===== src/rtl/str_sample_pkg.sv =====
`default_nettype none
// +------------------------------------------------------------------------+
// | Module   : str_sample_pkg                                              |
// | Purpose  : Shared definitions for the framed sample-stream blocks      |
// |            (up-sampler, down-sampler, frame checker).                  |
// | Contents : DEFAULT_DW  - default sample width                          |
// |            width_of()  - clog2-based counter width, minimum 1          |
// |            state_t     - emitter state enum {IDLE, EMIT}               |
// | Revision : 1.0  initial release                                        |
// +------------------------------------------------------------------------+
package str_sample_pkg;

  localparam int DEFAULT_DW = 24;

  // Width needed to count 0..n-1; never narrower than one bit so that
  // degenerate counts (n = 1 or 2) still give a legal vector.
  function automatic int width_of(input int n);
    return (n <= 2) ? 1 : $clog2(n);
  endfunction

  typedef enum logic [0:0] {
    IDLE = 1'b0,
    EMIT = 1'b1
  } state_t;

endpackage
`default_nettype wire


===== src/rtl/str_frame_checker.sv =====
`default_nettype none
// +------------------------------------------------------------------------+
// | Module   : str_frame_checker                                           |
// | Purpose  : Tracks the position of accepted samples inside a frame of   |
// |            LAST samples and flags frames whose tlast is early or       |
// |            missing.                                                    |
// | Ports    : clk, rst          - clock, synchronous active-high reset    |
// |            accept            - an input sample is transferred now      |
// |            last              - tlast of that sample                    |
// |            frame_err         - one-cycle pulse, cycle after a bad accept|
// |            frame_err_sticky  - latched error, cleared only by rst      |
// | Revision : 1.0  initial release                                        |
// +------------------------------------------------------------------------+
module str_frame_checker
  import str_sample_pkg::*;
#(
  parameter int LAST = 16000
) (
  input  logic clk,
  input  logic rst,
  input  logic accept,
  input  logic last,
  output logic frame_err,
  output logic frame_err_sticky
);

  localparam int             CW      = width_of(LAST);
  localparam logic [CW-1:0]  CNT_END = CW'(LAST - 1);

  logic [CW-1:0] in_cnt;
  logic          at_end;
  logic          bad;

  assign at_end = (in_cnt == CNT_END);
  // A frame is well formed exactly when tlast coincides with the final slot;
  // any disagreement is either an early end or a missing end.
  assign bad    = last ^ at_end;

  always_ff @(posedge clk) begin
    if (rst) begin
      in_cnt           <= '0;
      frame_err        <= 1'b0;
      frame_err_sticky <= 1'b0;
    end else begin
      frame_err <= accept & bad;
      if (accept & bad) begin
        frame_err_sticky <= 1'b1;
      end
      // Restart on the sender's tlast so the count resynchronises to it.
      if (accept) begin
        in_cnt <= (last | at_end) ? '0 : in_cnt + 1'b1;
      end
    end
  end

endmodule
`default_nettype wire


===== src/rtl/str_up_sample.sv =====
`default_nettype none
// +------------------------------------------------------------------------+
// | Module   : str_up_sample                                               |
// | Purpose  : Streaming interpolator. Each accepted input sample becomes  |
// |            RATE output beats, either zero-stuffed (MODE 0) or held     |
// |            (MODE 1). Output tlast sits on the final beat of a sample   |
// |            that arrived with tlast. Input framing is checked.          |
// | Ports    : clk, rst                      - clock, sync active-high rst |
// |            s_axis_tdata/tlast/tvalid/tready - input stream             |
// |            m_axis_tdata/tlast/tvalid/tready - output stream            |
// |            frame_err, frame_err_sticky   - input framing errors        |
// | Revision : 1.0  initial release                                        |
// +------------------------------------------------------------------------+
module str_up_sample
  import str_sample_pkg::*;
#(
  parameter int DW   = DEFAULT_DW,
  parameter int RATE = 4,
  parameter int LAST = 16000,
  parameter int MODE = 0
) (
  input  logic          clk,
  input  logic          rst,
  input  logic [DW-1:0] s_axis_tdata,
  input  logic          s_axis_tlast,
  input  logic          s_axis_tvalid,
  output logic          s_axis_tready,
  output logic [DW-1:0] m_axis_tdata,
  output logic          m_axis_tlast,
  output logic          m_axis_tvalid,
  input  logic          m_axis_tready,
  output logic          frame_err,
  output logic          frame_err_sticky
);

  generate
    if (RATE < 1 || RATE > 256) begin : g_bad_rate
      $error("str_up_sample: RATE must be in 1..256");
    end
    if (LAST < 2) begin : g_bad_last
      $error("str_up_sample: LAST must be >= 2");
    end
    if (MODE != 0 && MODE != 1) begin : g_bad_mode
      $error("str_up_sample: MODE must be 0 or 1");
    end
  endgenerate

  localparam int             PW        = width_of(RATE);
  localparam logic [PW-1:0]  PH_FINAL  = PW'(RATE - 1);
  // Phase whose acceptance moves onto the final beat; unused when RATE=1.
  localparam logic [PW-1:0]  PH_PENULT = PW'((RATE >= 2) ? RATE - 2 : 0);
  localparam bit             HOLD_MODE = (MODE == 1);
  localparam bit             PASS_LAST = (RATE == 1);

  state_t        state;
  logic [DW-1:0] hold;
  logic          hold_last;
  logic [PW-1:0] phase;

  logic final_beat;
  logic in_fire;
  logic out_fire;

  assign final_beat = (state == EMIT) && (phase == PH_FINAL);
  // Ready may depend on m_axis_tready so a new sample can be taken in the
  // same cycle the last beat leaves, keeping the output bus fully busy.
  assign s_axis_tready = (state == IDLE) || (final_beat && m_axis_tready);
  assign in_fire  = s_axis_tvalid && s_axis_tready;
  assign out_fire = m_axis_tvalid && m_axis_tready;

  // Output beat registers are updated one beat ahead of time, so the bus
  // always reflects the current phase and is naturally stable under stall.
  always_ff @(posedge clk) begin
    if (rst) begin
      state         <= IDLE;
      hold          <= '0;
      hold_last     <= 1'b0;
      phase         <= '0;
      m_axis_tvalid <= 1'b0;
      m_axis_tdata  <= '0;
      m_axis_tlast  <= 1'b0;
    end else if (in_fire) begin
      state         <= EMIT;
      hold          <= s_axis_tdata;
      hold_last     <= s_axis_tlast;
      phase         <= '0;
      m_axis_tvalid <= 1'b1;
      m_axis_tdata  <= s_axis_tdata;
      m_axis_tlast  <= s_axis_tlast && PASS_LAST;
    end else if (out_fire) begin
      if (final_beat) begin
        state         <= IDLE;
        m_axis_tvalid <= 1'b0;
        m_axis_tdata  <= '0;
        m_axis_tlast  <= 1'b0;
      end else begin
        phase         <= phase + 1'b1;
        m_axis_tdata  <= HOLD_MODE ? hold : '0;
        m_axis_tlast  <= hold_last && (phase == PH_PENULT);
      end
    end
  end

  str_frame_checker #(
    .LAST (LAST)
  ) u_frame_checker (
    .clk              (clk),
    .rst              (rst),
    .accept           (in_fire),
    .last             (s_axis_tlast),
    .frame_err        (frame_err),
    .frame_err_sticky (frame_err_sticky)
  );

endmodule
`default_nettype wire


===== config.mk =====
export PLATFORM = sky130hd
export DESIGN_NAME = str_up_sample
export DESIGN_NICKNAME = d
export VERILOG_FILES = /design/src/rtl/str_sample_pkg.sv /design/src/rtl/str_frame_checker.sv /design/src/rtl/str_up_sample.sv
export SDC_FILE = /design/constraint.sdc
export NUM_CORES = 1
export LEC_CHECK = 0
export ABC_AREA = 1
export CAP_MARGIN = 10
export CORE_UTILIZATION = 44
export DETAILED_ROUTE_END_ITERATION = 8
export PLACE_DENSITY = 0.73
export SYNTH_ARGS = -nofsm -noshare
export SYNTH_HDL_FRONTEND = slang
export SYNTH_HIERARCHICAL = 1
export SYNTH_SLANG_ARGS = --single-unit

===== constraint.sdc =====
create_clock -name clk -period 1.8 [get_ports clk]
set_input_delay 0.18 -clock clk [delete_from_list [all_inputs] [get_ports clk]]
set_output_delay 0.18 -clock clk [all_outputs]
set_load 0.02 [all_outputs]

# Word-level counts from Yosys, hierarchy flattened
# Cells that the tools add are included.
# totals
reg_bits	45
in_bits	29
out_inout_bits	29
elab_cells	36
# op_classes
n_addsub	2
eq_ne	3
mux	7
n_bitwise	5
n_reduce_logical	11
# op_table
cell	n
24-bit two-way mux	2
14-bit by 1-bit adder with 14-bit output (second input constant)	1
14-bit equality test (second input constant)	1
14-bit two-way mux	1
1-bit logical AND	5
2-bit equality test (second input constant)	2
1-bit two-way mux	4
2-bit AND reduction	2
2-bit nonzero test	2
2-bit by 1-bit adder with 2-bit output (second input constant)	1
1-bit NOT	2
2-bit OR reduction	1
1-bit AND	1
1-bit logical OR	1
1-bit bitwise OR	1
1-bit XOR	1

# Longest topological paths before layout
# logic_depth
word_depth	7
depth_mapped	10

# By module
# The synthesis kept the hierarchy.
# modules_own_cells
mod	n_inst	cells_each	area_per_inst_um2	seq_area_each_um2
str_up_sample	1	141	1492.7	580.6
str_frame_checker	1	103	768.2	320.3

# Least setup slack after synthesis
# No wires, ideal clock.
# synth_timing
kind	flip-flop to flip-flop
from	register phase[0]
to	register u_frame_checker.in_cnt[7]
setup_time_ns	0.122
arrival_ns	1.725
t_required_ns	1.678
slack_ns	-0.046
path_stages_with_launch	9
cell_sequence	dfxtp_1 > ha_1 > nand2_2 > a21oi_1 > inv_1 > o21ai_2 > inv_1 > o21ai_1 > a21boi_2
# synth_via
elab_chain_cells	5
# synth_lines
item	line_no	source
start: declaration	str_up_sample.sv:58	logic [PW-1:0] phase;
start signal: assignment	str_up_sample.sv:97	phase <= phase + 1'b1;
2-bit equality test	str_up_sample.sv:64	assign final_beat = (state == EMIT) && (phase == PH_FINAL);
1-bit logical AND	str_up_sample.sv:64	
1-bit logical AND	str_up_sample.sv:67	assign s_axis_tready = (state == IDLE) || (final_beat && m_axis_tready);
1-bit logical OR	str_up_sample.sv:67	
1-bit logical AND	str_up_sample.sv:68	assign in_fire = s_axis_tvalid && s_axis_tready;
named net in_fire	str_up_sample.sv:61	logic in_fire;
end signal: assignment	str_frame_checker.sv:51	in_cnt <= (last | at_end) ? '0 : in_cnt + 1'b1;
end: declaration	str_frame_checker.sv:30	logic [CW-1:0] in_cnt;
# The timed path passes the listed nets, and every way through them passes these cells.
# A chain may end at the register's enable or synchronous reset.

# Worst setup path in the final report
# Same ends and word-level chain as after synthesis.

==> impl_metrics.json <==
{
  "seq_area_frac_synth_pct": 39.8,
  "synth_cells": 244,
  "die_h_um": 73.7,
  "top_usage_layer": "met2",
  "drive_gt1_share_pct": 32.7,
  "clockBufferDepth": 2,
  "p_leak_nw": 1.09,
  "status": "complete, no violations",
  "synth_compound_area_share_pct": 15.2,
  "finClkSkew_ps": 6.23,
  "wl_um": 4950,
  "grt_max_degree": 30,
  "synthMuxAreaShare_pct": 0,
  "p_per_area_nw_per_um2": 770,
  "start_util_pct": 46.6,
  "slew_headroom_pct": 71.7,
  "areaGrowthSynthToFinish_pct": 37.1,
  "vdd_drop_max_mv": 0.502,
  "finalHoldViolCount": 0,
  "required_ps": 1990,
  "final_area_um2": 3100,
  "wl_per_cell_um": 13.1,
  "place_area_um2": 2950,
  "worst-slew-pin-transition_ps": 424,
  "hpwl_um": 3490,
  "critPathKind": "reg -> reg",
  "min_path_type": "in -> reg",
  "path_max_fanout": 7,
  "layout_commonest_cell": "clkdlybuf4s50_1",
  "synth-seq-cells": 45,
  "finalWeightedCongestion": 0.881,
  "syn_avg_cell_area_um2": 9.27,
  "cts_hold_buf": 0,
  "dieArea_um2": 5430,
  "drtIter0Drc": 103,
  "met3_usage_pct": 4.66,
  "synth-xor-area-share_pct": 0.387,
  "grt_use_met1_pct": 27.9,
  "htree_num_levels": 2,
  "synth_nets": 278,
  "clk_latency_ps": 300,
  "dp_cells": 371,
  "regToRegSetupSlack_ps": 140,
  "clkSinkCount": 45,
  "rows": 25,
  "cts_setup_buffers": 0,
  "drc": 0,
  "critPathCaptureType": "register",
  "cts_buffers": 5,
  "ant_nets": 0,
  "yosys.area_share.simple_pct": 32.7,
  "cts_tree": "yes",
  "grt_use_total_pct": 19.8,
  "arrival_ps": 1850,
  "fp.dieW_um": 73.7,
  "ios": 58,
  "timing.final.crit_share_pct": 92.3,
  "start_kind": "register",
  "core_area_um2": 4850,
  "grt_pass1_wl_um": 8260,
  "netlist_area_um2": 2260,
  "setup_tns_ps": 0,
  "period_needed_ps": 1660,
  "n_fill_cell": 402,
  "numPortBuffers": 57,
  "synth_fa_ha_area_share_pct": 2.77,
  "drv_cap": 0,
  "use_met2_pct": 29.3,
  "root_buffer": "clkbuf_8",
  "clkTransAtPathRegs_ps": 90,
  "holdWs_ps": 444,
  "layout_common_cells": "clkdlybuf4s50_1 (56), dfxtp_1 (42), nand3_2 (38), inv_1 (21), a21oi_2 (21)",
  "final_util_pct": 63.9,
  "setup_violations": 0,
  "grt_pass1_vias": 1748,
  "slew_violations": 0,
  "yosysUniqueCellTypes": 33,
  "drt_pass1_iterations": 4,
  "fmax_mhz": 602,
  "vias_per_cell": 4.94,
  "setup_slack_ps": 139,
  "post-place-ws_ps": 44.8,
  "layout.nets": 345,
  "synth_top_family_by_area": "simple AND/OR/NAND/NOR gates",
  "rsz0062_at_grt": "no",
  "antenna_found_initial": 0,
  "vias": 1873,
  "power_mw": 2.39,
  "final_cells": 379,
  "gr-total-overflow": 0,
  "num_antenna_cells": 0,
  "yosysWarnings": 6
}
-- cell families (layout without fill, tap and decap cells) --
| logic type | count (synthesis) | after routing |
|---|---|---|
| compound gates | 50 | 50 |
| xor+xnor | 1 | 1 |
| fa+ha+maj | 5 | 5 |
| buf+inv | 35 | 103 |
| flops | 45 | 45 |
| simple gates | 108 | 108 |
-- flip-flops by register name, summed over array words and instances, names as in the netlist --
signal and flops:
state 1, u_frame_checker/frame_err 1, hold_last 1, m_axis_tdata 24, m_axis_tlast 1, u_frame_checker/frame_err_sticky 1, phase 2, u_frame_checker/in_cnt 14
-- synthesized netlist by cell type (all sizes together) --
| cell type | count | share of area [%] |
|---|---|---|
| a21boi | 1 | 0.50 |
| a21oi | 34 | 11 |
| a22oi | 1 | 0.33 |
| and3 | 1 | 0.28 |
| buf | 11 | 5.1 |
| clkbuf | 1 | 0.22 |
| dfxtp | 45 | 40 |
| ha | 5 | 2.8 |
| inv | 23 | 3.8 |
| nand2 | 22 | 5.3 |
| nand3 | 52 | 20 |
| nand4 | 4 | 1.4 |
| nor2 | 22 | 4.2 |
| nor3 | 6 | 1.3 |
| nor3b | 1 | 0.33 |
| o21ai | 12 | 2.8 |
| o21bai | 1 | 0.33 |
| o31ai | 1 | 0.33 |
| xor2 | 1 | 0.39 |
-- cell type report --
class	count	area (µm²)	area share [%]
clock buffers	5	68.8	2.22
repair buffers	72	719	23.2
clock inverters	3	68.8	2.22
flip-flops and latches	45	905	29.2
inverters	23	86.3	2.79
well taps	67	83.8	2.70
multi-input cells	164	1170	37.7
-- repair_timing --
| item | 4_1_cts | 5_1_grt |
|---|---|---|
| gates cloned | 0 | 0 |
| pin swaps | 0 | 0 |
| setup endpoints to repair | 1 | 11 |
| gates resized for setup | 1 | 8 |
-- where the power goes --
group | switching (mW) | internal [mW] | total (mW) | leakage [nW]
combinational | 0.210 | 0.195 | 0.405 | 0.656
sequential | 0.0282 | 1.04 | 1.06 | 0.368
clock | 0.361 | 0.559 | 0.919 | 0.0687
total | 0.598 | 1.79 | 2.39 | 1.09
-- worst max-delay path, stage by stage, from the launching register on --
cell,delay [ps]
dfxtp_2,360
ha_2,210
nand2_2,90
a21oi_2,140
buf_4,170
nand2_2,70
nor2_4,140
nand2_2,90
o21ai_1,190
a21boi_2,80
-- worst paths after layout --
path / start / to / cells past startpoint
min: s_axis_tdata[1] / m_axis_tdata[1] / 3
max: phase[0] / u_frame_checker/in_cnt[7] / 9
max reg2reg: phase[0] / u_frame_checker/in_cnt[7] / 9
min reg2reg: m_axis_tdata[8] / m_axis_tdata[8] / 2
-- metal layers --
metal | wire length, µm | vias to the layer above | part of all wire, %
li1 | - | 962 | -
met1 | 2510 | 851 | 51
met2 | 2100 | 56 | 43
met3 | 271 | 4 | 5.5
met4 | 57 | 0 | 1.2
met5 | 0 | - | 0
No activity file was read; power rests on OpenSTA's default activity.
